File: config.mk
export PLATFORM = sky130hd
export DESIGN_NAME = dmem_access_ctrl
export DESIGN_NICKNAME = d
export VERILOG_FILES = /design/src/rtl/dmem_pkg.sv /design/src/rtl/load_extract.sv /design/src/rtl/dmem_access_ctrl.sv
export SDC_FILE = /design/constraint.sdc
export NUM_CORES = 1
export LEC_CHECK = 0
export ABC_AREA = 1
export CAP_MARGIN = 40
export CORE_UTILIZATION = 48
export DETAILED_ROUTE_END_ITERATION = 10
export HOLD_SLACK_MARGIN = 0.05
export PLACE_DENSITY = 0.8
export SLEW_MARGIN = 20
export SYNTH_ARGS = -nofsm -noshare
export SYNTH_HDL_FRONTEND = slang
export SYNTH_SLANG_ARGS = --single-unit
File: constraint.sdc
create_clock -name clk -period 2.1 [get_ports clk]
set_clock_uncertainty 0.2 [all_clocks]
set_input_delay 0.42 -clock clk [delete_from_list [all_inputs] [get_ports clk]]
set_output_delay 0.42 -clock clk [all_outputs]
set_load 0.05 [all_outputs]
File: src/rtl/dmem_pkg.sv
// Shared definitions for the memory-stage access controller: FSM encodings,
// load/store select codes, the invalid-load sentinel and counter sizing.
package dmem_pkg;

  localparam logic [1:0] ST_IDLE  = 2'd0;
  localparam logic [1:0] ST_ISSUE = 2'd1;
  localparam logic [1:0] ST_DONE  = 2'd2;
  localparam logic [1:0] ST_FAULT = 2'd3;

  localparam logic [2:0] LSEL_LW  = 3'b000;
  localparam logic [2:0] LSEL_LB  = 3'b001;
  localparam logic [2:0] LSEL_LH  = 3'b010;
  localparam logic [2:0] LSEL_LBU = 3'b101;
  localparam logic [2:0] LSEL_LHU = 3'b110;

  localparam logic [1:0] SSEL_SW = 2'b00;
  localparam logic [1:0] SSEL_SB = 2'b01;
  localparam logic [1:0] SSEL_SH = 2'b10;

  localparam logic [31:0] LOAD_SENTINEL = 32'h2333_3333;

  typedef enum logic [1:0] {
    EXC_NONE,
    EXC_ADEL,
    EXC_ADES,
    EXC_BUS
  } exc_kind_e;

  // Wait counter must be able to hold the value TIMEOUT_CYC itself.
  function automatic int cnt_width(input int timeout_cyc);
    return $clog2(timeout_cyc + 1);
  endfunction

endpackage

File: src/rtl/load_extract.sv
// Selects and extends the loaded byte/half/word from a 32-bit memory word.
// Purely combinational so the W stage can reuse it.
module load_extract
  import dmem_pkg::*;
(
  input  logic [31:0] word,
  input  logic [2:0]  lsel,
  input  logic [1:0]  byte_off,
  output logic [31:0] result
);

  logic [7:0]  byte_sel;
  logic [15:0] half_sel;

  // NOTE: every output of an always_comb gets a default first, so no path can infer a latch.
  always_comb begin
    byte_sel = word[7:0];
    case (byte_off)
      2'd1:    byte_sel = word[15:8];
      2'd2:    byte_sel = word[23:16];
      2'd3:    byte_sel = word[31:24];
      default: byte_sel = word[7:0];
    endcase
    half_sel = byte_off[1] ? word[31:16] : word[15:0];

    result = LOAD_SENTINEL;
    case (lsel)
      LSEL_LW:  result = word;
      LSEL_LB:  result = {{24{byte_sel[7]}}, byte_sel};
      LSEL_LBU: result = {24'd0, byte_sel};
      LSEL_LH:  result = {{16{half_sel[15]}}, half_sel};
      LSEL_LHU: result = {16'd0, half_sel};
      default:  result = LOAD_SENTINEL;
    endcase
  end

endmodule

File: src/rtl/dmem_access_ctrl.sv
// M-stage load/store controller: alignment check, byte lanes, req/ack bus
// handshake with timeout, pipeline stall and load-result extraction.
module dmem_access_ctrl
  import dmem_pkg::*;
#(
  parameter int TIMEOUT_CYC = 255
) (
  input  logic        clk,
  input  logic        rst_n,
  input  logic        req_valid,
  input  logic        req_we,
  input  logic [2:0]  req_lsel,
  input  logic [1:0]  req_ssel,
  input  logic [31:0] req_addr,
  input  logic [31:0] req_wdata,
  input  logic        flush,
  output logic        stall,
  output logic        rsp_valid,
  output logic [31:0] rsp_rdata,
  output logic        exc_adel,
  output logic        exc_ades,
  output logic        exc_bus,
  output logic        bus_req,
  output logic        bus_we,
  output logic [31:0] bus_addr,
  output logic [3:0]  bus_be,
  output logic [31:0] bus_wdata,
  input  logic        bus_ack,
  input  logic [31:0] bus_rdata
);

  localparam int            CW       = cnt_width(TIMEOUT_CYC);
  localparam logic [CW-1:0] CNT_LAST = CW'(TIMEOUT_CYC - 1);

  logic [1:0]    state;
  logic [CW-1:0] wait_cnt;
  logic          squash;
  exc_kind_e     exc_kind;
  logic [2:0]    lsel_q;
  logic [1:0]    off_q;
  logic [31:0]   rdata_q;
  logic [31:0]   load_result;

  logic          accept;
  logic          misaligned;
  logic [3:0]    be_n;
  logic [31:0]   wdata_n;

  assign accept = (state == ST_IDLE) && req_valid && !flush;

  // Byte lanes, store-data replication and alignment for the incoming request.
  always_comb begin
    be_n       = 4'b1111;
    wdata_n    = req_wdata;
    misaligned = 1'b0;
    if (req_we) begin
      case (req_ssel)
        SSEL_SB: begin
          be_n    = 4'b0001 << req_addr[1:0];
          wdata_n = {4{req_wdata[7:0]}};
        end
        SSEL_SH: begin
          be_n       = req_addr[1] ? 4'b1100 : 4'b0011;
          wdata_n    = {2{req_wdata[15:0]}};
          misaligned = req_addr[0];
        end
        default: misaligned = (req_addr[1:0] != 2'b00);
      endcase
    end else begin
      case (req_lsel)
        LSEL_LW:            misaligned = (req_addr[1:0] != 2'b00);
        LSEL_LH, LSEL_LHU:  misaligned = req_addr[0];
        default:            misaligned = 1'b0;
      endcase
    end
  end

  // NOTE: sequential state uses non-blocking assignments and clears asynchronously on rst_n.
  always_ff @(posedge clk or negedge rst_n) begin
    if (!rst_n) begin
      state     <= ST_IDLE;
      wait_cnt  <= '0;
      squash    <= 1'b0;
      exc_kind  <= EXC_NONE;
      lsel_q    <= '0;
      off_q     <= '0;
      rdata_q   <= '0;
      bus_we    <= 1'b0;
      bus_addr  <= '0;
      bus_be    <= '0;
      bus_wdata <= '0;
    end else begin
      case (state)
        ST_IDLE: begin
          if (accept) begin
            squash   <= 1'b0;
            wait_cnt <= '0;
            lsel_q   <= req_lsel;
            off_q    <= req_addr[1:0];
            if (misaligned) begin
              state    <= ST_FAULT;
              exc_kind <= req_we ? EXC_ADES : EXC_ADEL;
            end else begin
              state     <= ST_ISSUE;
              exc_kind  <= EXC_NONE;
              bus_we    <= req_we;
              bus_addr  <= {req_addr[31:2], 2'b00};
              bus_be    <= be_n;
              bus_wdata <= wdata_n;
            end
          end
        end
        ST_ISSUE: begin
          // A flush cannot abandon the bus cycle; it only hides the completion.
          if (flush) squash <= 1'b1;
          if (bus_ack) begin
            rdata_q <= bus_rdata;
            state   <= ST_DONE;
          end else if (wait_cnt == CNT_LAST) begin
            exc_kind <= EXC_BUS;
            state    <= ST_FAULT;
          end else begin
            wait_cnt <= wait_cnt + 1'b1;
          end
        end
        default: state <= ST_IDLE;
      endcase
    end
  end

  load_extract u_load_extract (
    .word     (rdata_q),
    .lsel     (lsel_q),
    .byte_off (off_q),
    .result   (load_result)
  );

  assign bus_req   = (state == ST_ISSUE);
  assign stall     = accept || (state == ST_ISSUE);
  assign rsp_valid = (state == ST_DONE) && !squash;
  assign rsp_rdata = ((state == ST_DONE) && !bus_we) ? load_result : 32'd0;
  assign exc_adel  = (state == ST_FAULT) && (exc_kind == EXC_ADEL);
  assign exc_ades  = (state == ST_FAULT) && (exc_kind == EXC_ADES);
  assign exc_bus   = (state == ST_FAULT) && (exc_kind == EXC_BUS) && !squash;

endmodule

# Word level (Yosys, flattened, before mapping)
# Index checks and enable logic that the tools add are counted.
[word_totals]
input_bits = 107
wordCells = 92
ff_bits = 117
out_inout_bits = 107
[classes]
reduce_logical = 25
bitwise_logic = 1
mux = 29
shifts = 1
n_addsub = 1
eq_ne = 24
[ops]
columns = ["cell", "count"]
rows = [
  ["$pmux 32 s5", 1],
  ["$mux 32", 2],
  ["$pmux 32 s2", 1],
  ["$mux 8", 3],
  ["$pmux 8 s3", 1],
  ["$mux 16", 1],
  ["$mux 2", 8],
  ["$pmux 8 s2", 1],
  ["$eq 2x2->1 const B", 7],
  ["$eq 3x3->1 const B", 3],
  ["$add 8x1->8 const B", 1],
  ["$eq 2x1->1 const B", 4],
  ["$eq 8x8->1 const B", 1],
  ["$logic_and 1x1->1", 8],
  ["$mux 4", 2],
  ["$ne 2x2->1 const B", 4],
  ["$pmux 2 s2", 2],
  ["$pmux 4 s2", 1],
  ["$reduce_and 4->1", 2],
  ["$eq 3x2->1 const B", 2],
  ["$logic_not 3->1", 2],
  ["$pmux 1 s2", 3],
  ["$reduce_and 2->1", 3],
  ["$reduce_and 3->1", 2],
  ["other kinds (11)", 16],
]

# Logic depth before layout (Yosys ltp)
# Gate-level depths: netlist of the first run.
[depth]
ltp_word = 7
depth_mapped = 10
depth_no_buf = 10

# Cells and area by module
# Synthesis of the first run repeated with hierarchy kept, for this count alone.
[hier_totals]
hier_cells = 854
area_unflattened_um2 = 6341.1
[modules_own_cells]
columns = ["module", "seq_area_each_um2", "instances", "area_per_inst_um2", "cells_each"]
rows = [
  ["dmem_access_ctrl", 2927.8, 1, 5494.0, 672],
  ["load_extract", 0.0, 1, 847.1, 182],
]

# Worst setup path after synthesis of the first run
# No wires, ideal clock.
[synth_timing]
path_type = "register to output"
start = "register bus_we"
end = "output rsp_rdata[2]"
arrival_time_ns = 2.104
required_ns = 1.480
path_stages_with_launch = 6
n_path_buf = 0
path_slack_ns = -0.624
cell_sequence = "dfrtp_1 nor3_4 inv_4 nor2_8 inv_4 a21oi_1"
[synth_between]
elab_chain_len = 3
[synth_rtl]
columns = ["element", "line", "source"]
rows = [
  ["start, declared", "dmem_access_ctrl.sv:24", "output logic bus_we,"],
  ["start signal, assigned", "dmem_access_ctrl.sv:106", "bus_we <= req_we;"],
  ["$logic_not 1->1", "dmem_access_ctrl.sv:141", "assign rsp_rdata = ((state == ST_DONE) && !bus_we) ? load_result : 32'd0;"],
  ["$logic_and 1x1->1", "dmem_access_ctrl.sv:141", ""],
  ["$mux 32", "dmem_access_ctrl.sv:141", ""],
  ["end, declared", "dmem_access_ctrl.sv:19", "output logic [31:0] rsp_rdata,"],
]
# Every way passes these cells.

# Worst setup path in the final report of the first run
[layout_timing]
start = "register off_q[0]"
end = "output rsp_rdata[21]"
[layout_between]
elab_chain_len = 4
word_cells_on_any_way = 6
classes_between = "3 x eq/ne; 3 x mux"
[layout_rtl]
columns = ["element", "line", "source"]
rows = [
  ["start, declared", "dmem_access_ctrl.sv:40", "logic [1:0] off_q;"],
  ["start signal, assigned", "dmem_access_ctrl.sv:99", "off_q <= req_addr[1:0];"],
  ["$eq 2x2->1 / $eq 2x1->1 (equally long branches)", "load_extract.sv:18", "case (byte_off)"],
  ["$pmux 8 s3 *", "load_extract.sv:18", ""],
  ["$pmux 32 s5 *", "load_extract.sv:27", "case (lsel)"],
  ["$mux 32 *", "dmem_access_ctrl.sv:141", ""],
]
# Every way passes the cells marked *; elsewhere a longest branch is shown, timed or not.

==> impl_metrics.py, run 1 <==
metrics = {
    "timing": {
        "report.final.setup_viol": 32,
        "post-route-period-util_pct": 129,
        "post-route-min-period_ps": 2710,
        "drv_slew": 0,
        "clock.fmax_mhz": 369,
        "fin_setup_tns_ps": -16790,
        "grt_setup_unrepaired": "yes",
        "hold_viol": 0,
        "fin_ws_ps": -607,
    },
    "cts": {
        "cts_tree": "built",
        "cts_buffers": 17,
        "cts_buffer_depth": 2,
        "clock_sinks": 117,
        "insertion_delay_ps": 420,
        "cts.clk_slew.worst_paths_ps": 50,
        "cts_root_buf": "clkbuf_16",
        "cts_htree_levels": 4,
    },
    "route": {
        "routedWlPerCell_um": 16.7,
        "avgViaCountPerCell": 5.17,
        "drt_wl_total_mm": 22.2,
        "ant_nets": 0,
        "drtIter0Drc": 463,
        "vias": 6875,
        "drcViolationCount": 0,
        "drtPass1Iterations": 5,
    },
    "outcome": {
        "violations": "setup timing",
        "status": "finished, violations left",
    },
    "worst_setup_path": {
        "critPathBufInv": 4,
        "rrSetupSlack_ps": 310,
        "path_class": "reg2out",
        "cp-end-kind": "primary output",
        "start_kind": "flop",
        "cp.arrival_ps": 2090,
        "slowest_delay_ps": 450,
        "reg2reg_from": "state[0]",
        "required_ps": 1480,
        "path_max_fanout": 6,
        "crit_chain": "inv_1, nand3_1, nand4_1, nand2_4, buf_8, nand3_2, nand2_2, clkinvlp_4, buf_12",
        "rr_worst_depth": 9,
        "crit_family": "simple AND/OR/NAND/NOR gates",
        "reg2reg_to": "bus_addr[15]",
        "crit_slowest_cell": "dfrtp_2",
    },
    "logic_synthesis": {
        "syn_area_sq_mm": 0.00688,
        "synth-seq-area-share_pct": 42.6,
        "syn_area_per_cell_sq_um": 8.26,
        "synth.distinct_cells": 41,
        "async_flop_share_pct": 100,
        "synth-edff-count": 0,
        "synth_seq_cells": 117,
        "syn_inst": 833,
        "ys_warn_count": 0,
        "synth_top_flop_cell": "dfrtp_1",
    },
    "hold_path": {
        "hp-class": "in2async",
    },
    "power": {
        "p_leak_nw": 5.62,
        "ir_drop_v": 0.000896,
        "pwr_density_cell_mw_per_mm2": 1390,
        "finalPower_mw": 15.9,
    },
    "grt": {
        "grt.total_usage_pct": 30.6,
        "antenna_found_initial": 1,
        "overflow": 0,
        "grt_max_degree": 49,
        "grt_pass1_vias": 7049,
        "grt_pass1_wl_mm": 34.7,
    },
    "floorplan": {
        "fp-row-count": 43,
        "start_util_pct": 49.4,
        "die_area_sq_mm": 0.0148,
        "fp.dieW_um": 122,
        "die_height_um": 122,
        "core_area_sq_mm": 0.0139,
        "boundaryPins": 214,
    },
    "placed_design": {
        "place_area_sq_mm": 0.0102,
        "pre_cts_ws_ps": -382,
        "place_inst": 1281,
        "gp_congestion": 0.896,
        "dp_hpwl_mm": 14.7,
        "io_buffers": 211,
    },
    "cells_and_area": {
        "nets": 1250,
        "fill_cells": 807,
        "area_delta_synth_final_pct": 67.0,
        "fin_cells": 1330,
        "post-route-cell-area_sq_mm": 0.0115,
        "layout-drive-gt1-share_pct": 45.9,
    },
    "flow_run": {
        "maxCapViolations": 0,
    },
}
[power by group]
group	total, mW	leakage [nW]	switching, mW	internal, mW
sequential	4.04	1.43	0.874	3.16
combinational	8.98	3.90	5.42	3.56
clock	2.93	0.290	1.02	1.92
total	15.9	5.62	7.31	8.64
[cells in the mapped netlist (5+ instances only)]
cell / n / area share, %
nand2_2: 63 / 5.7
a21oi_2: 5 / 0.64
o21ai_2: 62 / 7.9
buf_2: 15 / 1.1
ha_1: 7 / 1.3
mux2_4: 16 / 3.5
clkbuf_1: 6 / 0.33
dfrtp_1: 117 / 43
buf_12: 7 / 2.0
nor2_1: 48 / 2.6
a21oi_1: 35 / 2.5
nand3_1: 38 / 2.8
o21ai_0: 61 / 4.4
buf_4: 5 / 0.55
nand2_1: 156 / 8.5
inv_1: 138 / 7.5
[flip-flops by register name (all words and copies together) (netlist names)]
| signal | cells |
|---|---|
| rdata_q | 32 |
| off_q | 2 |
| lsel_q | 3 |
| state | 2 |
| bus_be | 4 |
| exc_kind | 2 |
| bus_wdata | 32 |
| bus_we | 1 |
| bus_addr | 30 |
| squash | 1 |
| wait_cnt | 8 |
[layer usage]
layer	wire length (um)	vias to the layer above	global-route usage [%]
li1	-	3220	-
met2	11300	337	53.1
met5	0	-	0
met3	1640	62	8.43
met1	8520	3256	35.0
met4	698	0	13.8
[cell families after synthesis]
kind of cell / Yosys count / synth area share, %
adders and majority gates: 7 / 1.27
other: 1 / 0.0545
and+or+nand+nor: 324 / 22.0
DFF: 117 / 42.6
AOI/OAI and AO/OA: 181 / 17.3
xor gates and xnor gates: 4 / 0.509
buffers and inverters: 183 / 12.8
muxes: 16 / 3.49
[repair_timing]
item                                    in CTS  in global routing
endpoints found under the setup margin      35                 92
resized for setup                          111                 44
hold buffers                                 1                  0
endpoints found under the hold margin       22                  0
pin swaps                                   23                 23
buffers inserted                            11                  8
gates cloned                                 4                  1
[final cells by class]
type	count	area (sq um)	share of cell area, %
clock inverter	10	130	1.13
multi-input combinational	534	3680	32.0
clock buffer	22	464	4.04
timing repair buffer	320	3420	29.8
antenna	1	2.50	0.0218
sequential	117	2930	25.5
tap	180	225	1.96
inverter	146	629	5.48
[layout by cell type (no fill, tap or decap), types with 9 or more instances in the layout]
cell type / instances
clkinvlp_4: 17
clkdlybuf4s50_1: 104
mux2_4: 16
buf_6: 9
buf_4: 148
nand2_2: 84
o21ai_2: 68
buf_12: 51
a21oi_1: 22
nor2_1: 43
nand3_2: 19
nand2_1: 127
inv_1: 111
clkbuf_16: 18
inv_2: 13
dfrtp_1: 114
nand3_1: 16
o21ai_0: 51
a21oi_4: 13
[worst max path at each step]
stage                startpoint             to  slack [ps]  cells after the start
floorplan                bus_we  rsp_rdata[10]        -240                      5
global route           off_q[0]  rsp_rdata[21]        -670                     10
finish                 off_q[0]  rsp_rdata[21]        -610                      9
CTS                    off_q[0]  rsp_rdata[27]        -560                     11
global placement    req_ssel[0]  bus_wdata[30]        -310                     11
detailed placement  req_ssel[0]   bus_addr[28]        -380                      9
[through the flow]
stage | utilization (%) | hold slack, ps
2_1_floorplan | - | -75.6
3_3_place_gp | 72.8 | 171
3_5_place_dp | 72.8 | 177
4_1_cts | 81.2 | 292
5_1_grt | 82.4 | 309
6_report | 82.4 | 278
(Power assumes the default switching activity.)
==> run 2: changes to the inputs <==
- CAP_MARGIN: 40 -> 20
- CELL_PAD_IN_SITES_DETAIL_PLACEMENT: not set -> 0
- CELL_PAD_IN_SITES_GLOBAL_PLACEMENT: not set -> 1
- CORE_UTILIZATION: 48 -> 34
- PLACE_DENSITY: 0.8 -> 0.78
==> run 2 against run 1 <==
  * The flow still finishes with violations (setup timing)
  * Worst hold slack better by 2.3 ps
  * Non-clock buffer count grew 6
  * First-iteration DRC count decreased by 58%
  * Core utilization shrank 24 points
  * Global-route usage is 10 points lower
  * Cell area is 0.41% lower
  * Via count shrank 5.7%
  * Setup slack better by 130 ps
  * Critical path depth is the same
  * Critical endpoint is now rsp_rdata[8]
  * Largest power group unchanged
  * Highest routed layer unchanged
==> impl_metrics.py, run 2 (synthesis gave the netlist of run 1 again) <==
metrics = {
    "floorplan": {
        "start_util_pct": 35.0,
        "fp-row-count": 51,
        "die_area_sq_mm": 0.0208,
        "fp.dieW_um": 144,
        "boundaryPins": 214,
        "core_area_sq_mm": 0.0197,
        "die_height_um": 144,
    },
    "route": {
        "drtIter0Drc": 195,
        "avgViaCountPerCell": 4.56,
        "vias": 6481,
        "routedWlPerCell_um": 14.5,
        "drt_wl_total_mm": 20.7,
        "ant_nets": 0,
        "drcViolationCount": 0,
        "drtPass1Iterations": 4,
    },
    "worst_setup_path": {
        "required_ps": 1480,
        "cp-end-kind": "primary output",
        "path_max_fanout": 20,
        "cp.arrival_ps": 1950,
        "start_kind": "flop",
        "path_class": "reg2out",
    },
    "timing": {
        "hold_viol": 0,
        "whs_ps": 281,
        "report.final.setup_viol": 32,
        "clock.fmax_mhz": 389,
        "fin_ws_ps": -473,
        "grt_setup_unrepaired": "yes",
        "post-route-min-period_ps": 2570,
        "drv_slew": 0,
        "post-route-period-util_pct": 123,
    },
    "cts": {
        "cts_buffers": 17,
        "cts_tree": "built",
        "insertion_delay_ps": 410,
        "clock_sinks": 117,
        "cts_root_buf": "clkbuf_16",
        "cts_htree_levels": 4,
        "cts.clk_slew.worst_paths_ps": 60,
        "cts_buffer_depth": 2,
    },
    "grt": {
        "grt_pass1_wl_mm": 32.7,
        "antenna_found_initial": 0,
        "grt_pass1_vias": 6418,
        "grt.total_usage_pct": 20.5,
        "grt_max_degree": 49,
        "overflow": 0,
    },
    "power": {
        "pwr_density_cell_mw_per_mm2": 1320,
        "finalPower_mw": 15.1,
        "p_leak_nw": 5.55,
        "ir_drop_v": 0.000776,
    },
    "cells_and_area": {
        "final_cell_mix": "buf_4 (155), nand2_1 (138), dfrtp_1 (114)",
        "area_delta_synth_final_pct": 66.3,
        "layout_commonest_cell": "buf_4",
        "post-route-cell-area_sq_mm": 0.0114,
        "nets": 1257,
        "top_regs": "bus_wdata: 32 flops, rdata_q: 32 flops, bus_addr: 30 flops",
        "diodes": 0,
        "final_core_util_pct": 58.2,
        "layout-drive-gt1-share_pct": 44.0,
    },
    "placed_design": {
        "place_area_sq_mm": 0.0102,
        "dp_hpwl_mm": 15.1,
        "io_buffers": 211,
        "gp_congestion": 0.810,
    },
    "flow_run": {
        "maxCapViolations": 0,
    },
    "outcome": {
        "violations": "setup timing",
        "status": "finished, violations left",
    },
    "hold_path": {
        "hp-class": "in2async",
    },
}
-- run 2: changes by cell type in the layout (fill, tap and decap cells not counted), sizes merged, moves of 2 or more --
cell,previous run,this run
bufinv,3,1
clkbuf,23,25
clkinv,5,9
buf,213,216
-- run 2: where the power goes --
| group | switching [mW] | internal [mW] |
|---|---|---|
| combinational | 5.01 | 3.41 |
| sequential | 0.797 | 3.16 |
| clock | 1.07 | 1.69 |
-- run 2: worst max-delay path, stage by stage (launching register included) --
cell     delay, ps
dfrtp_1        380
inv_2           90
ha_2           190
inv_2           50
nor2_1         110
nand2_2         80
buf_12         170
buf_12         150
a21oi_4        170
buf_12         150
-- run 2: timing repair --
item,in CTS,in global routing
gates cloned,1,5
setup endpoints to repair,36,104
hold buffers,1,0
setup buffers,7,14
pin swaps,7,12
endpoints found under the hold margin,22,0
gates resized for setup,80,35
-- run 2: metrics by stage --
stage,std cells,TNS [ps],setup WS (ps)
4_1_cts,1403,-14990,-507
6_report,1421,-13930,-473
2_1_floorplan,834,-1700,-237
3_5_place_dp,1364,-25300,-362
5_1_grt,1421,-17410,-567
3_3_place_gp,1364,-22600,-352
-- run 2: final cells by class --
| cell class | instances | area [sq um] |
|---|---|---|
| Timing Repair Buffer | 326 | 3460 |
| Sequential cell | 117 | 2930 |
| Multi-Input combinational cell | 535 | 3510 |
| Fill cell | 1786 | 8220 |
| Tap cell | 265 | 332 |
| Clock inverter | 11 | 104 |
| Clock buffer | 21 | 460 |
| Inverter | 146 | 632 |
-- run 2: worst paths after layout --
check | slack [ps] | start | depth (start not counted) | end
worst max-delay path | -470 | lsel_q[1] | 9 | rsp_rdata[8]
worst min-delay path | 280 | rst_n | 2 | bus_addr[10]
worst max register to register | 240 | state[1] | 11 | bus_we
worst min register to register | 290 | bus_be[2] | 2 | bus_be[2]
max in group asynchronous | 800 | rst_n | 3 | bus_wdata[28]
min in group clk | 290 | bus_be[2] | 2 | bus_be[2]
-- run 2: routing by layer --
metal  GRT usage, %  wire length, um  vias up
met5              0                0        -
met3           6.69             1530       12
met1           25.2             8850     3033
met2           34.6            10100      192
met4           5.15              157        0
li1               -                -     3244
==> run 3: changes to the inputs <==
- SKIP_CTS_REPAIR_TIMING: not set -> 1
- clock period: 2.1 -> 2.5 ns (I/O delays scaled with it)
==> run 3 against run 2 <==
  * The flow still finishes with violations (setup timing)
  * Clock-buffer cell count is 4 lower
  * Wire length shrank 3.9%
  * Cell area down 2.0%
  * Sequential share of layout area grew 0.52 points
  * Global-route usage down 1.3 points
  * Worst hold slack better by 2.8 ps
  * Critical endpoint is now rsp_rdata[15]
  * Highest routed layer is now met5
==> impl_metrics.py, run 3 (synthesis gave the netlist of run 1 again) <==
metrics = {
    "power": {
        "p_leak_nw": 5.42,
        "internal-power_mw": 7.26,
        "ir_drop_v": 0.000575,
        "swShare_pct": 44.1,
        "pwr-share-clk_pct": 21.4,
        "pwr_density_cell_mw_per_mm2": 1160,
        "p_seq_share_pct": 25.4,
        "combPwrFrac_pct": 53.3,
        "netSwitchingPower_mw": 5.72,
        "finalPower_mw": 13.0,
    },
    "cts": {
        "insertion_delay_ps": 410,
        "cts_buffer_depth": 2,
        "cts_root_buf": "clkbuf_16",
        "cts_htree_levels": 4,
        "cts.clk_slew.worst_paths_ps": 60,
        "cts_buffers": 17,
        "cts_tree": "built",
        "clock_sinks": 117,
    },
    "route": {
        "vias": 6299,
        "drtIter0Drc": 350,
        "drtPass1Iterations": 5,
        "ant_nets": 0,
        "routedWlPerCell_um": 14.4,
        "avgViaCountPerCell": 4.56,
        "drcViolationCount": 0,
        "drt_wl_total_mm": 19.9,
    },
    "floorplan": {
        "start_util_pct": 35.0,
        "core_area_sq_mm": 0.0197,
        "die_area_sq_mm": 0.0208,
        "die_height_um": 144,
        "boundaryPins": 214,
        "fp-row-count": 51,
        "fp.dieW_um": 144,
    },
    "timing": {
        "drv_slew": 0,
        "clock.fmax_mhz": 370,
        "post-route-min-period_ps": 2700,
        "fin_setup_tns_ps": -4520,
        "worst_pin_slew_ps": 576,
        "grt_setup_unrepaired": "yes",
        "slew_headroom_pct": 61.5,
        "report.final.setup_viol": 32,
        "fin_ws_ps": -202,
        "hold_viol": 0,
        "post-route-period-util_pct": 108,
        "whs_ps": 284,
    },
    "worst_setup_path": {
        "required_ps": 1800,
        "path_max_fanout": 4,
        "rr_worst_depth": 5,
        "cp.arrival_ps": 2000,
        "cpMostUsedCell": "buf_6",
        "cp-end-kind": "primary output",
        "path_class": "reg2out",
        "slowest_delay_ps": 400,
        "crit_slowest_cell": "dfrtp_1",
        "crit_chain": "inv_2, ha_4, nand2_4, buf_6, inv_4, buf_6, a22oi_1, a21oi_4, buf_12",
        "start_kind": "flop",
    },
    "cells_and_area": {
        "diodes": 0,
        "final_cell_mix": "clkdlybuf4s50_1 (171), nand2_1 (142), dfrtp_1 (115)",
        "fill_cells": 1771,
        "nets": 1217,
        "area_delta_synth_final_pct": 63.0,
        "layout_commonest_cell": "clkdlybuf4s50_1",
        "layout-drive-gt1-share_pct": 34.9,
        "top_regs": "bus_wdata: 32 flops, rdata_q: 32 flops, bus_addr: 30 flops",
    },
    "grt": {
        "antenna_found_initial": 2,
        "grt.total_usage_pct": 19.2,
        "grt_pass1_vias": 5895,
        "overflow": 0,
        "grt_pass1_wl_mm": 30.8,
        "grt_max_degree": 57,
    },
    "hold_path": {
        "hp-class": "reg2reg",
        "hold_depth": 2,
    },
    "placed_design": {
        "dp_hpwl_mm": 14.5,
        "gp_congestion": 0.851,
        "io_buffers": 211,
    },
    "outcome": {
        "violations": "setup timing",
        "status": "finished, violations left",
    },
    "flow_run": {
        "maxCapViolations": 0,
    },
}
[run 3: cell types whose count changed in the layout (fill, tap and decap cells not counted), moves of 4 or more]
cell             change
buf_4              -107
bufinv_16            +4
nand2_1              +4
clkinvlp_4          -17
inv_2               +17
o21ai_2              -4
inv_6                +7
buf_6                +6
o21ai_0              +4
clkdlybuf4s50_1     +66
a21oi_4              -4
[run 3: worst max-delay path, delay by kind of cell, from the launching register on]
| family | cells | cell delay [ps] |
|---|---|---|
| AO/OA/AOI/OAI | 2 | 400 |
| adder cells (fa/ha/maj) | 1 | 170 |
| buffers and inverters | 5 | 520 |
| flip-flops | 1 | 400 |
| AND/OR/NAND/NOR | 1 | 80 |
[run 3: routing by layer]
metal  vias up  part of all wire (%)  wire [um]  global-route usage, %
met2       214                    47       9300                   30.4
met1      2896                    43       8620                   25.0
li1       3165                     -          -                      -
met5         -                 0.055         11                      0
met3        22                   8.4       1670                   6.39
met4         2                   1.3        250                   5.15
[run 3: layout make-up]
cell class	count	area, sq um	share of cell area (%)
clock buffers	17	425	3.80
well taps	265	332	2.96
repair buffers	287	3300	29.4
inverters	146	569	5.08
flip-flops and latches	117	2930	26.1
clock inverters	15	240	2.14
multi-input cells	534	3410	30.4
[run 3: through the flow]
stage               setup WS, ps  cells  utilization, %  cell area [sq um]
finish                      -202   1381            57.0              11200
global route                -291   1381            57.0              11200
CTS                         -362   1361            54.0              10600
detailed placement         -57.9   1329            50.6               9950
global placement           -23.6   1329            50.6               9950
floorplan                   -304    834               -               6890
[run 3: worst paths after layout]
kind	start	end	slack, ps
setup reg to reg	state[0]	rdata_q[19]	720
hold reg to reg	bus_wdata[12]	bus_wdata[12]	280
max in group asynchronous	rst_n	bus_we	1150
setup / recovery	lsel_q[1]	rsp_rdata[15]	-200
min in group asynchronous	rst_n	bus_be[0]	370
hold / removal	bus_wdata[12]	bus_wdata[12]	280
[run 3: power by group through the flow]
stage	logic [mW]	clock network, mW	registers, mW
floorplan	2.58	0	4.65
global placement	6.17	0	3.27
detailed placement	6.19	0	3.28
CTS	6.21	2.83	3.26
global route	7.39	2.93	3.39
finish	6.91	2.77	3.29
